## src/rtl/cam_pkg.sv

```systemverilog
// Shared types and defaults for the camera frame-buffer write path.
// Image geometry defaults, RGB444 pixel type and address-width helper.
package cam_pkg;

  localparam int IMG_W_DEF = 640;
  localparam int IMG_H_DEF = 480;
  localparam int PIX_W     = 12;

  typedef logic [PIX_W-1:0] rgb444_t;

  typedef enum logic {
    IDLE   = 1'b0,
    ACTIVE = 1'b1
  } state_e;

  function automatic int addr_w(input int w, input int h);
    return $clog2(w * h);
  endfunction

endpackage

```

## src/rtl/fb_xy_cnt.sv

```systemverilog
// Raster x/y position counters with line wrap and last-pixel flag.
// A clear restarts at (0,0) in the same cycle, so a pixel may count with it.
module fb_xy_cnt #(
  parameter int W  = 640,
  parameter int H  = 480,
  parameter int XW = (W > 1) ? $clog2(W) : 1,
  parameter int YW = (H > 1) ? $clog2(H) : 1
) (
  input  logic          i_clk,
  input  logic          i_rstn,
  input  logic          i_clr,
  input  logic          i_inc,
  output logic [XW-1:0] o_x,
  output logic [YW-1:0] o_y,
  output logic          o_last
);

  logic [XW-1:0] x_q, x_d;
  logic [YW-1:0] y_q, y_d;
  logic          x_end;

  always_ff @(posedge i_clk or negedge i_rstn) begin
    if (!i_rstn) begin
      x_q <= '0;
      y_q <= '0;
    end else begin
      x_q <= x_d;
      y_q <= y_d;
    end
  end

  always_comb begin
    o_x    = i_clr ? '0 : x_q;
    o_y    = i_clr ? '0 : y_q;
    x_end  = (o_x == XW'(W - 1));
    o_last = x_end && (o_y == YW'(H - 1));
    x_d    = o_x;
    y_d    = o_y;
    if (i_inc) begin
      if (x_end) begin
        x_d = '0;
        y_d = o_last ? '0 : o_y + YW'(1);
      end else begin
        x_d = o_x + XW'(1);
      end
    end
  end

endmodule

```

## src/rtl/cam_fb_writer.sv

```systemverilog
// Camera pixel stream to linear frame-buffer BRAM writes, pclk domain.
// Define FB_DECIM2_EN to store a 2x2-decimated frame instead.
module cam_fb_writer
  import cam_pkg::*;
#(
  parameter int IMG_W  = IMG_W_DEF,
  parameter int IMG_H  = IMG_H_DEF,
  parameter int ADDR_W = addr_w(IMG_W, IMG_H),
  parameter int DATA_W = PIX_W
) (
  input  logic              i_pclk,
  input  logic              i_rstn,
  input  logic              i_frame_en,
  input  logic              i_sof,
  input  logic              i_wr,
  input  logic [DATA_W-1:0] i_wdata,
  output logic              o_bram_we,
  output logic [ADDR_W-1:0] o_bram_addr,
  output logic [DATA_W-1:0] o_bram_wdata,
  output logic              o_frame_done,
  output logic              o_busy,
  output logic              o_short,
  output logic              o_ovf
);

  localparam int XW = (IMG_W > 1) ? $clog2(IMG_W) : 1;
  localparam int YW = (IMG_H > 1) ? $clog2(IMG_H) : 1;

  state_e state_q, state_d;

  logic [ADDR_W-1:0] cnt_q, cnt_d, cnt_cur;
  logic [ADDR_W-1:0] waddr_q;
  logic [DATA_W-1:0] wdata_q;
  logic              we_q, done_q, short_q, ovf_q;

  logic          start, in_frame, acc, keep, last, done;
  logic          short_set, ovf_set;
  logic [XW-1:0] x;
  logic [YW-1:0] y;
  logic          unused_xy;

  fb_xy_cnt #(
    .W (IMG_W),
    .H (IMG_H),
    .XW(XW),
    .YW(YW)
  ) u_xy (
    .i_clk (i_pclk),
    .i_rstn(i_rstn),
    .i_clr (i_sof),
    .i_inc (acc),
    .o_x   (x),
    .o_y   (y),
    .o_last(last)
  );

  // Full raster position is only needed by decimation and the VGA reuse.
  assign unused_xy = ^{x, y};

  always_ff @(posedge i_pclk or negedge i_rstn) begin
    if (!i_rstn) state_q <= IDLE;
    else         state_q <= state_d;
  end

  always_comb begin
    state_d = state_q;
    if (i_sof) state_d = i_frame_en ? ACTIVE : IDLE;
    if (done)  state_d = IDLE;
  end

  always_comb begin
    start     = i_sof & i_frame_en;
    in_frame  = start | ((state_q == ACTIVE) & ~i_sof);
    acc       = i_wr & in_frame;
`ifdef FB_DECIM2_EN
    keep      = acc & ~x[0] & ~y[0];
`else
    keep      = acc;
`endif
    done      = acc & last;
    short_set = (state_q == ACTIVE) & i_sof;
    ovf_set   = (state_q == IDLE) & i_wr & i_frame_en & ~i_sof;
    cnt_cur   = i_sof ? '0 : cnt_q;
    if (done)      cnt_d = '0;
    else if (keep) cnt_d = cnt_cur + ADDR_W'(1);
    else           cnt_d = cnt_cur;
  end

  always_ff @(posedge i_pclk or negedge i_rstn) begin
    if (!i_rstn) begin
      cnt_q   <= '0;
      waddr_q <= '0;
      wdata_q <= '0;
      we_q    <= 1'b0;
      done_q  <= 1'b0;
      short_q <= 1'b0;
      ovf_q   <= 1'b0;
    end else begin
      cnt_q   <= cnt_d;
      we_q    <= keep;
      done_q  <= done;
      short_q <= short_q | short_set;
      ovf_q   <= ovf_q | ovf_set;
      if (keep) begin
        waddr_q <= cnt_cur;
        wdata_q <= i_wdata;
      end
    end
  end

  // Busy covers the final registered write that lands after leaving ACTIVE.
  assign o_busy       = (state_q == ACTIVE) | done_q;
  assign o_bram_we    = we_q;
  assign o_bram_addr  = waddr_q;
  assign o_bram_wdata = wdata_q;
  assign o_frame_done = done_q;
  assign o_short      = short_q;
  assign o_ovf        = ovf_q;

endmodule
```

## config.mk

```make
export PLATFORM = sky130hd
export DESIGN_NAME = cam_fb_writer
export DESIGN_NICKNAME = d
export VERILOG_FILES = /design/src/rtl/cam_pkg.sv /design/src/rtl/fb_xy_cnt.sv /design/src/rtl/cam_fb_writer.sv
export SDC_FILE = /design/constraint.sdc
export NUM_CORES = 1
export LEC_CHECK = 0
export CAP_MARGIN = 10
export CELL_PAD_IN_SITES_DETAIL_PLACEMENT = 1
export CELL_PAD_IN_SITES_GLOBAL_PLACEMENT = 1
export CORE_UTILIZATION = 30
export DETAILED_ROUTE_END_ITERATION = 10
export PLACE_DENSITY = 0.6
export SLEW_MARGIN = 0
export SYNTH_ARGS = -nofsm -noshare
export SYNTH_HDL_FRONTEND = slang
export SYNTH_SLANG_ARGS = --single-unit
export TNS_END_PERCENT = 5
```

## constraint.sdc

```tcl
create_clock -name i_pclk -period 2.27 [get_ports i_pclk]
set_input_delay 0.681 -clock i_pclk [delete_from_list [all_inputs] [get_ports i_pclk]]
set_output_delay 0.681 -clock i_pclk [all_outputs]
set_load 0.01 [all_outputs]
```

Word-level counts from Yosys, hierarchy flattened
Cells that the tools add are included.
{"block": "classes", "n_addsub": 3, "eq_ne": 2, "mux": 13, "n_bitwise": 14, "n_reduce_logical": 2}
{"op": "2-to-1 mux 19 bit", "n": 3}
{"op": "2-to-1 mux 9 bit", "n": 4}
{"op": "2-to-1 mux 10 bit", "n": 3}
{"op": "adder 19 x 1 -> 19 bit (second input constant)", "n": 1}
{"op": "adder 10 x 1 -> 10 bit (second input constant)", "n": 1}
{"op": "== test 10 bit (second input constant)", "n": 1}
{"op": "adder 9 x 1 -> 9 bit (second input constant)", "n": 1}
{"op": "== test 9 bit (second input constant)", "n": 1}
{"op": "bitwise AND 1 bit", "n": 8}
{"op": "OR 1 bit", "n": 4}
{"op": "2-to-1 mux 1 bit", "n": 3}
{"op": "NOT 1 bit", "n": 2}
{"op": "nonzero test 2 bit", "n": 1}
{"op": "logical AND 1 bit", "n": 1}
{"block": "totals", "register_bits": 74, "input_bits": 17, "out_inout_bits": 36}

Logic depth before layout (Yosys ltp)
Gate-level depths: netlist (run 1).
{"block": "depth", "word_depth": 6, "ltp_mapped": 10, "mapped_depth_nobuf": 8}

Hierarchy
A second synthesis (run 1) with hierarchy kept.
{"block": "hier_totals", "cells_unflattened": 386, "hier_area_um2": 3622.2}
{"mod": "cam_fb_writer", "instances": 1, "cells_each": 268, "area_per_inst_um2": 2479.9, "seq_area_each_um2": 1376.3}
{"mod": "fb_xy_cnt", "instances": 1, "cells_each": 118, "area_per_inst_um2": 1142.3, "seq_area_each_um2": 475.5}

Least setup slack after synthesis (run 1)
No wires, ideal clock.
{"block": "synth_path", "path_type": "in2reg", "start": "input port i_sof", "end": "register u_xy.y_q[5]", "arrival_ns": 2.515, "required_time_ns": 2.140, "setup_slack_ns": -0.375, "path_stages": 9, "path_buffers": 3, "cell_sequence": "buf_2 clkbuf_1 nor2b_1 ha_1 and4_1 nand4b_1 o41ai_4 buf_4 a21oi_1"}
{"block": "synth_via", "elab_chain_cells": 6}
{"element": "start, declared", "line": "cam_fb_writer.sv:14", "source": "input logic i_sof,"}
{"element": "parallel branches: the longest is 5 deep, another holds adder 9 x 1 -> 9 bit"}
{"element": "2-to-1 mux 9 bit *", "line": "fb_xy_cnt.sv:39", "source": "if (i_inc) begin"}
{"element": "named net u_xy.y_d[5]", "line": "fb_xy_cnt.sv:19", "source": "logic [YW-1:0] y_q, y_d;"}
{"element": "end signal, assigned", "line": "fb_xy_cnt.sv:28", "source": "y_q <= y_d;"}
{"element": "end, declared", "line": "fb_xy_cnt.sv:19"}
Mark *: on every way through the listed nets, which the timed path passes.
A chain may end at the register's enable or synchronous reset.

Worst setup path in the final report (run 1)
{"block": "layout_path", "start": "register state_q", "end": "output port o_busy"}
{"block": "layout_via", "elab_chain_cells": 1}
{"element": "start, declared", "line": "cam_fb_writer.sv:29", "source": "state_e state_q, state_d;"}
{"element": "start signal, assigned", "line": "cam_fb_writer.sv:62", "source": "else state_q <= state_d;"}
{"element": "OR 1 bit", "line": "cam_fb_writer.sv:112", "source": "assign o_busy = (state_q == ACTIVE) | done_q;"}
{"element": "end, declared", "line": "cam_fb_writer.sv:21", "source": "output logic o_busy,"}
No other way between the ends.

==> flow_summary_export.csv, run 1 <==
group,metric,value,unit
clock_network,cts_sinks,74,
die,ios,53,
timing,rsz0062_at_grt,"false",
worst_setup_path,cpMaxStageDelayCell,"clkdlybuf4s50_1",
power,power.total,3240,uW
worst_setup_path,r2r_end,"cnt_q[17]",
worst_setup_path,critical_path_class,"flop to primary output",
grt,globalRouteOverflowTotal,0,
worst_setup_path,ff2ff_setup_slack,0.32,ns
min_path,hp-class,"input pin to asynchronous set/reset pin",
timing,drv_slew,0,
worst_setup_path,cpPeakStageDelay,0.48,ns
timing,worst_pin_slew,0.431,ns
die,die_h,112,um
power,power.switching,807,uW
grt,grt_pass1_vias,3517,
clock_network,cts_tree,"yes",
route,dr.pass1.iters,7,
power,pwr-share-comb,12.7,%
logic_synthesis,yosys_warnings,0,
logic_synthesis,netlist_instances,390,
logic_synthesis,synth_seq_area_share,51.0,%
grt,grt_use_total,18.8,%
timing,min_period,2.22,ns
worst_setup_path,cp_num_cells,2,
logic_synthesis,synth-seq-cells,74,
worst_setup_path,cp-end-kind,"primary output",
outcome,violations,"design-rule violations",
grt,grt_pass1_wl,18300,um
placed_design,dp.cells,633,
final_layout,diodes,0,
die,die_w,112,um
worst_setup_path,cpLargestDelayFamily,"buffers and inverters",
route,vias,3349,
worst_setup_path,worstReg2RegStart,"u_xy.x_q[7]",
timing,tns,0,ns
worst_setup_path,reg2reg_depth,6,
route,routed_wirelength,11200,um
flow_run,cap_violations,0,
clock_network,clockRootBuffer,"clkbuf_16",
grt,grt_max_degree,75,
route,ant_nets,0,
power,switching_share,24.9,%
logic_synthesis,synthArstFlopShare,100,%
timing,finalCritPeriodShare,97.6,%
clock_network,h-tree-depth,3,
worst_setup_path,start_kind,"flop",
grt,antenna_found_initial,0,
final_layout,multi_input_area,1790,sq um
power,seq_power_share,43.3,%
die,die-area,12500,sq um
logic_synthesis,synth-edff-count,0,
power,pwr-share-clk,43.9,%
logic_synthesis,syn-num-nets,410,
power,internal_power,2430,uW
outcome,status,"finished, violations left",
logic_synthesis,synth_flop_cell,"dfrtp_1",
final_layout,seq_area,1850,sq um
final_layout,final_util,45.8,%
timing,holdWs,0.353,ns
placed_design,globalplace.congestion,0.786,
final_layout,final_cells,656,
logic_synthesis,syn_area_per_cell,9.30,sq um
power,peakVddDrop,354,uV
worst_setup_path,required,1.59,ns
worst_setup_path,critPathBufInv,1,
clock_network,clock_latency,0.34,ns
power,powerDensity,610,nW/um^2
clock_network,clkTransAtPathRegs,0.06,ns
route,first_iter_violations,186,
placed_design,io_buffers,52,
clock_network,numCtsBuffers,9,
timing,fmax,451,MHz
timing,relSlewSlack,70.4,%
die,core,11600,sq um
timing,clock_skew,0.00746,ns
power,p_leak,0.00230,uW
clock_network,cts_buffer_depth,2,
route,route.detailed.drc,9,
final_layout,nFillCells,1326,
route,post_drt_via_cell_ratio,5.11,
logic_synthesis,ys_types,51,
worst_setup_path,worstPathMaxFanout,2,
timing,hold_viol_final,0,
worst_setup_path,critPathArrivalTime,1.53,ns
final_layout,nets,528,
final_layout,drive_gt1_share,24.8,%
worst_setup_path,crit_path_cell_trace,"or2_2 > clkdlybuf4s50_1",
die,initial_core_util,31.2,%
logic_synthesis,syn_area,3630,sq um
die,rows,39,
timing,finalSetupViolations,0,
final_layout,area_growth,46.5,%
route,wire_per_inst,17.1,um
placed_design,dp_hpwl,7870,um
[through the flow]
stage          instance area (sq um)  setup slack [ns]
5_1_grt                         5320            0.0177
6_report                        5320            0.0548
3_3_place_gp                    4840            -0.607
4_1_cts                         5240          0.000230
3_5_place_dp                    4840            -0.668
2_1_floorplan                   3700            -0.224
[power groups by stage]
stage          sequential (uW)  clock [uW]  combinational [uW]
3_5_place_dp              1430           0                 387
4_1_cts                   1400        1470                 405
2_1_floorplan             1450           0                 121
3_3_place_gp              1430           0                 381
6_report                  1410        1420                 412
5_1_grt                   1410        1530                 450
[cell type report]
cell class,instances,area share (%)
sequential,74,34.8
multi-input combinational,289,33.6
tap,143,3.37
clock inverter,7,1.29
timing repair buffer,126,22.0
clock buffer,9,4.24
inverter,8,0.636
[repair_timing]
item                       CTS  global route
setup endpoints to repair   65            28
pin swaps                    3             6
buffers inserted             5             1
hold buffers                 0             0
cloned                       0             1
resized for setup           16            13
[cell usage in the layout (no fill, tap or decap), drive strengths merged, types with 4 or more instances in the layout]
| cell | netlist | routed |
|---|---|---|
| o21ai | 30 | 30 |
| inv | 8 | 8 |
| nor3 | 5 | 5 |
| a21oi | 14 | 14 |
| nor2 | 21 | 21 |
| xnor2 | 11 | 11 |
| nand4 | 12 | 12 |
| and3 | 4 | 4 |
| and4 | 4 | 4 |
| nor2b | 11 | 11 |
| or3 | 8 | 8 |
| nand2 | 92 | 92 |
| dfrtp | 74 | 74 |
| buf | 9 | 74 |
| clkdlybuf4s50 | 0 | 50 |
| clkbuf | 10 | 11 |
| or4 | 8 | 8 |
| nand3 | 15 | 15 |
| mux2 | 4 | 4 |
| o31ai | 9 | 9 |
| nor4 | 4 | 4 |
[registers in the layout, indices dropped and copies added, names as in the netlist]
register / flops
cnt_q: 19
o_bram_addr: 19
o_bram_wdata: 12
u_xy.x_q: 10
u_xy.y_q: 9
o_bram_we: 1
o_frame_done: 1
o_ovf: 1
o_short: 1
state_q: 1
[worst reg2reg max path: cells and delay by family, from the launching register on]
family	cells	cell delay, ns
AOI/OAI and AO/OA	2	0.41
buffers and inverters	2	0.36
DFF	1	0.43
and+or+nand+nor	2	0.63
[synth_stat cells (all sizes together) (2+ instances only)]
library cell / count / share of area [%]
o21ai: 30 / 4.1
and3: 4 / 0.69
mux2: 4 / 1.2
nor3: 5 / 0.69
and3b: 3 / 0.72
nor2: 21 / 2.2
or3: 8 / 1.4
or2: 2 / 0.35
clkbuf: 10 / 1.1
or4: 8 / 1.7
nand4b: 3 / 1.1
mux2i: 2 / 0.55
inv: 8 / 0.83
a21oi: 14 / 2.1
ha: 3 / 1.0
nand4: 12 / 2.1
xnor2: 11 / 2.7
o22ai: 2 / 0.34
buf: 9 / 1.1
o31ai: 9 / 1.9
nand2b: 2 / 0.34
nor4: 4 / 0.69
nand2: 92 / 9.6
and4: 4 / 0.97
nor2b: 11 / 1.9
dfrtp: 74 / 51
xor2: 3 / 0.72
nand3b: 3 / 0.62
and4b: 2 / 0.55
nand3: 15 / 2.4
[per-layer routing]
metal	global-route usage (%)	part of all wire [%]
met2	30.8	47
met1	24.9	47
met5	0	0
met4	7.56	1.6
met3	2.78	4.4
[cell families (layout without fill, tap and decap cells)]
| kind of cell | count (synthesis) | in the layout | synth area share [%] |
|---|---|---|---|
| XOR/XNOR | 14 | 14 | 3.38 |
| adder cells (fa/ha/maj) | 3 | 3 | 1.03 |
| AO/OA/AOI/OAI | 63 | 63 | 10.9 |
| multiplexers | 6 | 6 | 1.79 |
| AND/OR/NAND/NOR | 203 | 203 | 28.9 |
| buffers and inverters | 27 | 150 | 3.03 |
| flip-flops | 74 | 74 | 51.0 |
[how the worst max path moves through the flow]
stage	start	slack, ns	to
finish	state_q	0.05	o_busy
detailed placement	i_sof	-0.67	cnt_q[7]
floorplan	i_sof	-0.22	u_xy.y_q[5]
global route	state_q	0.02	o_busy
CTS	i_sof	0.0002	cnt_q[11]
global placement	i_sof	-0.61	cnt_q[18]
Power figures use the tool's default switching activity.
==> run 2, diff against run 1 <==
clock period = 2.5 ns   (was 2.27 ns; I/O delays follow)
==> run 2 against run 1 <==
Effect of this change:
- the flow still finishes with violations (design-rule violations)
- global-route usage grew 0.12 points
- cell area shrank 1.3%
- largest power group unchanged
- clock power shrank 4%
- flip-flop and latch count is the same
- critical path depth grew 9
- clock skew shrank 0.0035 ns
- routed wire length shrank 4.0%
- total power shrank 7.7%
- core utilization shrank 0.61 points
- sequential share of layout area grew 0.47 points
- highest routed layer unchanged
==> flow_summary_export.csv, run 2 (same netlist as run 1, synthesis figures left out) <==
group,metric,value,unit
outcome,status,"finished, violations left",
outcome,violations,"design-rule violations",
placed_design,globalplace.congestion,0.820,
power,peakVddDrop,254,uV
clock_network,cts_sinks,74,
die,die_h,112,um
clock_network,cts_buffer_depth,2,
grt,globalRouteOverflowTotal,0,
worst_setup_path,cp-end-kind,"flop",
timing,hold_viol_final,0,
final_layout,drive_gt1_share,23.2,%
worst_setup_path,cpLargestDelayFamily,"buffers and inverters",
worst_setup_path,crit_path_cell_trace,"clkdlybuf4s15_1 > buf_6 > buf_4 > nor2b_4 > ha_4 > and4_4 > nand4b_1 > o41ai_4 > buf_4 > clkbuf_16 > a21oi_2",
clock_network,clockRootBuffer,"clkbuf_16",
worst_setup_path,critPathArrivalTime,2.65,ns
timing,holdWs,0.379,ns
placed_design,placed_cell_area,4800,sq um
grt,grt_max_degree,38,
worst_setup_path,start_kind,"input pin",
worst_setup_path,cpMostUsedCell,"buf_4",
route,ant_nets,0,
die,ios,53,
final_layout,area_growth,44.5,%
clock_network,cts_hold_buffers,0,
flow_run,cap_violations,0,
route,vias,3307,
timing,clock_skew,0.00394,ns
die,core,11600,sq um
timing,finalSetupViolations,0,
worst_setup_path,cpMaxStageDelayCell,"o41ai_4",
worst_setup_path,critPathBufInv,5,
timing,tns,0,ns
route,wire_per_inst,16.5,um
timing,relSlewSlack,66.3,%
timing,finalCritPeriodShare,96.9,%
clock_network,numCtsBuffers,9,
min_path,hp-class,"input pin to asynchronous set/reset pin",
worst_setup_path,cpPeakStageDelay,0.36,ns
grt,antenna_found_initial,0,
timing,fmax,413,MHz
timing,drv_slew,0,
route,first_iter_violations,184,
final_layout,final_area,5240,sq um
route,routed_wirelength,10800,um
clock_network,cts_tree,"yes",
final_layout,nets,524,
final_layout,final_cell_mix,"nand2_1, dfrtp_1, buf_4",
die,die-area,12500,sq um
die,initial_core_util,31.2,%
final_layout,final_common_cell,"nand2_1",
grt,grt_pass1_wl,18300,um
power,p_leak,0.00226,uW
final_layout,final_util,45.2,%
clock_network,clkTransAtPathRegs,0.06,ns
route,route.detailed.drc,9,
route,post_drt_via_cell_ratio,5.07,
clock_network,h-tree-depth,3,
die,die_w,112,um
timing,worst_pin_slew,0.505,ns
clock_network,clock_latency,0.34,ns
route,dr.pass1.iters,7,
die,rows,39,
placed_design,io_buffers,52,
power,powerDensity,571,nW/um^2
placed_design,dp_hpwl,7870,um
worst_setup_path,worstPathMaxFanout,7,
grt,grt_pass1_vias,3469,
grt,grt_use_total,18.9,%
worst_setup_path,required,2.73,ns
timing,min_period,2.42,ns
worst_setup_path,critical_path_class,"input pin to flop",
final_layout,diodes,0,
==> run 2: changes by cell type in the layout (fill, tap and decap cells not counted), moves of 2 or more <==
cell	delta
nor2b_4	-2
nor2b_1	+2
o21ai_1	-2
buf_12	-2
o21ai_0	+2
inv_1	+2
buf_4	-3
clkinv_2	-3
==> run 2: worst paths after layout <==
path / startpoint / endpoint / slack (ns) / depth (start not counted)
max in group asynchronous: i_rstn / u_xy.x_q[5] / 1.51 / 2
min in group i_pclk: o_short / o_short / 0.46 / 1
hold / removal: i_rstn / o_bram_wdata[0] / 0.38 / 1
setup / recovery: i_sof / u_xy.y_q[6] / 0.08 / 11
hold reg to reg: o_short / o_short / 0.46 / 1
setup reg to reg: u_xy.x_q[7] / u_xy.y_q[6] / 0.50 / 6
==> run 2: per-layer routing <==
layer  part of all wire, %  up-vias  GRT usage, %
met2                    47       55          30.0
met4                   1.8        0          6.93
met1                    48     1638          25.3
met3                   3.4       13          4.14
li1                      -     1601             -
met5                     0        -             0
==> run 2: metrics by stage <==
| stage | setup slack [ns] | std cells | total power [uW] |
|---|---|---|---|
| 2_1_floorplan | -0.0630 | 390 | 1420 |
| 3_3_place_gp | -0.431 | 628 | 1640 |
| 3_5_place_dp | -0.488 | 628 | 1650 |
| 4_1_cts | 0.0607 | 648 | 3050 |
| 5_1_grt | -0.00364 | 652 | 3130 |
| 6_report | 0.0774 | 652 | 2990 |
==> run 2: area by class of cell <==
cell class                      instances  area, sq um
Fill cell                            1348         6370
Sequential cell                        74         1850
Multi-Input combinational cell        289         1750
Timing Repair Buffer                  122         1120
Clock buffer                           10          239
Tap cell                              143          179
Clock inverter                          6         73.8
Inverter                                8         30.0
==> run 2: what timing repair did <==
item / CTS / global route
pin swaps: 1 / 3
gates cloned: 2 / 0
resized for setup: 11 / 7
setup buffers: 2 / 4
endpoints found under the setup margin: 25 / 18
==> run 2: report_power, final <==
part / leakage [uW] / internal [uW] / switching, uW / total [uW]
Combinational: 0.00112 / 182 / 174 / 356
Sequential: 0.000997 / 1250 / 29.8 / 1280
Clock: 0.000147 / 812 / 548 / 1360
